### config.mk
export PLATFORM = sky130hd
export DESIGN_NAME = dff_bank_arbiter
export DESIGN_NICKNAME = d
export VERILOG_FILES = /design/src/rtl/dff_bank_arbiter.sv
export SDC_FILE = /design/constraint.sdc
export NUM_CORES = 1
export LEC_CHECK = 0
export ABC_AREA = 1
export ABC_CLOCK_PERIOD_IN_PS = 6300
export CAP_MARGIN = 25
export CELL_PAD_IN_SITES_DETAIL_PLACEMENT = 1
export CELL_PAD_IN_SITES_GLOBAL_PLACEMENT = 2
export CORE_UTILIZATION = 25
export CTS_CLUSTER_SIZE = 20
export DETAILED_ROUTE_END_ITERATION = 7
export DONT_BUFFER_PORTS = 1
export HOLD_SLACK_MARGIN = 0.12
export PLACE_DENSITY = 0.65
export SYNTH_ARGS = -nofsm -noshare
export SYNTH_HDL_FRONTEND = slang
export SYNTH_SLANG_ARGS = --single-unit
### constraint.sdc
create_clock -name CLOCK -period 6.3 [get_ports CLOCK]
set_clock_uncertainty 0.1 [all_clocks]
set_input_delay 0.63 -clock CLOCK [delete_from_list [all_inputs] [get_ports CLOCK]]
set_output_delay 0.63 -clock CLOCK [all_outputs]
set_load 0.005 [all_outputs]
### src/rtl/dff_bank_arbiter.sv
// rtl/dff_bank_arbiter.sv - round-robin four-port write arbiter owning a DFF register bank
// Includes a sequenced clear sweep and one combinational read port.
module dff_bank_arbiter #(
  parameter int WIDTH = 8,
  parameter int DEPTH = 4,
  localparam int AW = $clog2(DEPTH)
) (
  input  logic               CLOCK,
  input  logic               CLEAR,
  input  logic [3:0]         REQ,
  input  logic [4*AW-1:0]    WR_ADDR,
  input  logic [4*WIDTH-1:0] WR_DATA,
  input  logic               SWEEP,
  input  logic [AW-1:0]      RD_ADDR,
  output logic [WIDTH-1:0]   RD_DATA,
  output logic [3:0]         GNT,
  output logic               BUSY
);

  typedef enum logic {
    S_IDLE  = 1'b0,
    S_SWEEP = 1'b1
  } state_t;

  state_t             state_q, state_d;
  logic [1:0]         prio_q, prio_d;
  logic [AW-1:0]      scnt_q, scnt_d;
  logic [3:0]         gnt_q, gnt_d;
  logic [WIDTH-1:0]   bank_q [DEPTH];
  logic [WIDTH-1:0]   bank_d [DEPTH];

  logic [AW-1:0]      addr_a [4];
  logic [WIDTH-1:0]   data_a [4];
  logic [3:0]         elig;
  logic               found;
  logic [1:0]         win;
  logic [1:0]         idx;

  always_comb begin
    for (int i = 0; i < 4; i++) begin
      addr_a[i] = WR_ADDR[i*AW +: AW];
      data_a[i] = WR_DATA[i*WIDTH +: WIDTH];
    end
  end

  // A port granted last cycle is masked so its follow-on request waits one cycle.
  assign elig = REQ & ~gnt_q;

  always_comb begin
    found = 1'b0;
    win   = 2'd0;
    idx   = 2'd0;
    for (int k = 0; k < 4; k++) begin
      idx = prio_q + 2'(k);
      if (!found && elig[idx]) begin
        found = 1'b1;
        win   = idx;
      end
    end
  end

  always_comb begin
    state_d = state_q;
    prio_d  = prio_q;
    scnt_d  = scnt_q;
    gnt_d   = 4'b0000;
    bank_d  = bank_q;
    case (state_q)
      S_IDLE: begin
        if (SWEEP) begin
          state_d = S_SWEEP;
          scnt_d  = '0;
        end else if (found) begin
          bank_d[addr_a[win]] = data_a[win];
          gnt_d[win]          = 1'b1;
          prio_d              = win + 2'd1;
        end
      end
      S_SWEEP: begin
        bank_d[scnt_q] = '0;
        scnt_d         = scnt_q + 1'b1;
        if (scnt_q == AW'(DEPTH - 1)) begin
          state_d = S_IDLE;
        end
      end
      default: state_d = S_IDLE;
    endcase
  end

  always_ff @(posedge CLOCK or negedge CLEAR) begin
    if (!CLEAR) begin
      state_q <= S_IDLE;
      prio_q  <= 2'd0;
      scnt_q  <= '0;
      gnt_q   <= 4'b0000;
      for (int i = 0; i < DEPTH; i++) begin
        bank_q[i] <= '0;
      end
    end else begin
      state_q <= state_d;
      prio_q  <= prio_d;
      scnt_q  <= scnt_d;
      gnt_q   <= gnt_d;
      for (int i = 0; i < DEPTH; i++) begin
        bank_q[i] <= bank_d[i];
      end
    end
  end

  assign RD_DATA = bank_q[RD_ADDR];
  assign GNT     = gnt_q;
  assign BUSY    = (state_q == S_SWEEP);

endmodule
==> reports/qor.yml <==
outcome: "finished clean"
most_common_cell_in_the_synthesized_netlist: "sky130_fd_sc_hd__nand2_1"
category_of_cells_accounting_for_the_largest_share_of_critical_path_delay: "simple AND/OR/NAND/NOR gates"
port_buffers: 0
max-vdd-ir-drop_mv: 0.2308
cts.path.max_buffers: 2
synth_top_cell_area_share_pct: 31.65
globalRouteMet1Util_pct: 23.47
fin_tns_setup_ns: 0
resized_cells_post_cts: 0
yosysUniqueCellTypes: 28
synth.top_cells.by_count: "170 x sky130_fd_sc_hd__nand2_1, 102 x sky130_fd_sc_hd__nand3_1, 41 x sky130_fd_sc_hd__dfrtp_1, 33 x sky130_fd_sc_hd__inv_1, 26 x sky130_fd_sc_hd__nor2_1"
route.antenna.remaining_nets: 0
detailedRoute.firstIterationViolations: 215
crit_path_max_incr_delay_ns: 0.56
chipWidth_um: 115.9
drive_gt1_share_pct: 10.83
maximum_number_of_pins_on_one_net_before_global_route_repair: 42
synth_seq_area_share_pct: 31.65
finalHoldViolations: 0
syn-cell-area_um2: 3242
tritoncts: "done"
synthCells: 485
power_density_nw_per_um2: 654.2
clk_pin_slew_ns: 0.07
synth_seq_cells: 41
grt.met2_usage_pct: 30.40
detailed_place_hpwl_mm: 8.349
setup_viol_count_final: 0
die_y_um: 115.9
cts_made_buffers: 5
worstMarginPinSlew_ns: 0.9698
final_max_slew_viol_count: 0
min_path_type: "register to register"
yosys_most_used_dff: "sky130_fd_sc_hd__dfrtp_1"
max_slew_margin_pct: 35.35
floorplan.core_area_um2: 12620
clkSinkCount: 41
worstSetupEndpointType: "register"
first_global_vias: 3228
drc: 0
rsz_0062_raised_after_global_routing: "no"
grt.total_usage_pct: 18.06
clockRootBuffer: "sky130_fd_sc_hd__clkbuf_16"
initial_core_utilization_pct: 25.69
synth-edff-count: 0
routed_via_density: 4.899
busiest_layer: "met2"
routed_wl_mm: 11.49
finalCritPeriodShare_pct: 50.97
worstPathBufferInverterCount: 0
timing.critical_path.arrival_ns: 3.35
crit_path_top_delay_cell: "sky130_fd_sc_hd__dfrtp_1"
global_route_wire_length_before_repair_mm: 18.02
cts.repair_timing.setup_buffer_count: 0
drt_first_pass_iters: 4
std_cell_rows: 41
clk_latency_ns: 0.29
timing.final.crit_period_ns: 3.211
drt-wirelength-per-cell_um: 17.62
detailroute.via_count: 3194
diodes: 0
max-cap-violations: 0
detailedPlace.worstSlack_ns: 3.074
power.static_leakage_nw: 1.805
grt_use_met3_pct: 3.609
synth.top_cells.by_area: "sky130_fd_sc_hd__dfrtp_1 32%, sky130_fd_sc_hd__nand2_1 20%, sky130_fd_sc_hd__nand3_1 16%"
dieArea_um2: 13430
cts.htree.levels: 2
critical_path_class: "register to register"
timing.critical_path.cells: "nand3_1 -> nand3_1 -> nand2_2 -> nand4_4 -> nand3_2 -> nand2_1 -> nand2_1 -> nand2_1 -> nand2_2 -> nor2_2 -> nand2_1 -> nand2_1 -> nand2_1 -> nand2_1"
post-synth-top-area-cell: "sky130_fd_sc_hd__dfrtp_1"
top_cell_by_count_worst_path: "sky130_fd_sc_hd__nand2_1"
syn_nets: 542
num_io_pins: 62
cp.required_ns: 6.44
syn_area_per_cell_um2: 6.684
gpl.final_weighted_congestion: 0.8120
synth_warnings: 0
cp-start-kind: "register"
async_flop_share_pct: 100.0
finalWorstSetupSlack_ns: 3.089
grt_remaining_overflow: 0
num-fill-cells: 1627
fin_nets: 536
fmax_mhz: 311.4
grt_antenna_before_repair: 0
crit_fanout: 25
area_growth_from_synthesis_to_layout_pct: 10.07
-- logic make-up after synthesis --
group | share of synthesized area [%]
AOI/OAI and AO/OA | 8.067
DFF | 31.65
buffers and inverters | 7.835
adders and majority gates | 3.088
and+or+nand+nor | 49.36
-- worst paths after layout --
check / start / to / slack, ns / depth (start not counted)
hold reg to reg: bank_q[7] / bank_q[7] / 0.43 / 2
hold / removal: bank_q[7] / bank_q[7] / 0.43 / 2
setup reg to reg: prio_q[0] / bank_q[31] / 3.09 / 14
setup / recovery: prio_q[0] / bank_q[31] / 3.09 / 14
min in group asynchronous: CLEAR / bank_q[25] / 0.72 / 2
max in group asynchronous: CLEAR / scnt_q[0] / 5.12 / 2
-- per-stage QoR --
step | utilization (%) | instance area (um^2) | instances | hold WS (ns) | power [mW]
after floorplan | - | 3242 | 485 | 0.2344 | 1.674
after global placement | 26.62 | 3359 | 642 | 0.2359 | 2.014
after detailed placement | 26.62 | 3359 | 642 | 0.2364 | 2.033
after CTS | 28.28 | 3568 | 652 | 0.4316 | 2.362
after global routing | 28.28 | 3568 | 652 | 0.4537 | 2.551
final | 28.28 | 3568 | 652 | 0.4307 | 2.335
-- cell usage in the layout (no fill, tap or decap), types with 2 or more instances in the layout --
master                      instances
sky130_fd_sc_hd__nand4_1            2
sky130_fd_sc_hd__nor2_2            11
sky130_fd_sc_hd__a21oi_1           11
sky130_fd_sc_hd__nand3_1          102
sky130_fd_sc_hd__nand2_4            5
sky130_fd_sc_hd__inv_1             33
sky130_fd_sc_hd__nand2_2            8
sky130_fd_sc_hd__nor2_1            26
sky130_fd_sc_hd__clkbuf_16          5
sky130_fd_sc_hd__o21ai_0           18
sky130_fd_sc_hd__nand2_1          170
sky130_fd_sc_hd__buf_4              2
sky130_fd_sc_hd__nor2_4             2
sky130_fd_sc_hd__o211ai_1           5
sky130_fd_sc_hd__nand3_2            7
sky130_fd_sc_hd__nand3_4            3
sky130_fd_sc_hd__ha_1               8
sky130_fd_sc_hd__o22ai_1            8
sky130_fd_sc_hd__dfrtp_1           41
-- worst reg2reg max path, cell delays in order (launching register included) --
cell                      delay [ns]
sky130_fd_sc_hd__dfrtp_1        0.56
sky130_fd_sc_hd__nand3_1        0.21
sky130_fd_sc_hd__nand3_1        0.15
sky130_fd_sc_hd__nand2_2        0.13
sky130_fd_sc_hd__nand4_4        0.32
sky130_fd_sc_hd__nand3_2        0.52
sky130_fd_sc_hd__nand2_1        0.28
sky130_fd_sc_hd__nand2_1        0.08
sky130_fd_sc_hd__nand2_1        0.07
sky130_fd_sc_hd__nand2_2        0.12
sky130_fd_sc_hd__nor2_2         0.31
sky130_fd_sc_hd__nand2_1        0.10
sky130_fd_sc_hd__nand2_1        0.09
sky130_fd_sc_hd__nand2_1        0.06
sky130_fd_sc_hd__nand2_1        0.05
-- power by group --
group | leakage, nW | switching, mW | internal [mW]
Sequential | 0.548 | 0.0853 | 0.350
Clock | 0.0800 | 0.122 | 0.188
Combinational | 1.18 | 1.17 | 0.424
-- flip-flops by register name, summed over array words and instances, names as in the netlist --
| name | flops |
|---|---|
| scnt_q | 2 |
| bank_q | 32 |
| BUSY | 1 |
| GNT | 4 |
| prio_q | 2 |
-- cell type report --
cell class                 count  area (um^2)  area share, %
clock inverter                 3        46.29          1.297
sequential                    41         1026          28.75
inverter                      36        137.6          3.857
tap                          172        215.2          6.031
multi-input combinational    391         1966          55.08
timing repair buffer           4        52.55          1.473
clock buffer                   5        125.1          3.506
-- routing by layer --
layer | routed length, um | up-vias
met5 | 0 | -
met4 | 167 | 0
met3 | 574 | 11
met2 | 5422 | 59
met1 | 5324 | 1541
li1 | - | 1583
-- what timing repair did --
action                                 4_1_cts  5_1_grt
endpoints found under the hold margin       41        0
hold buffers                                 2        0
setup endpoints to repair                    0        0
No activity file was read; power rests on OpenSTA's default activity.
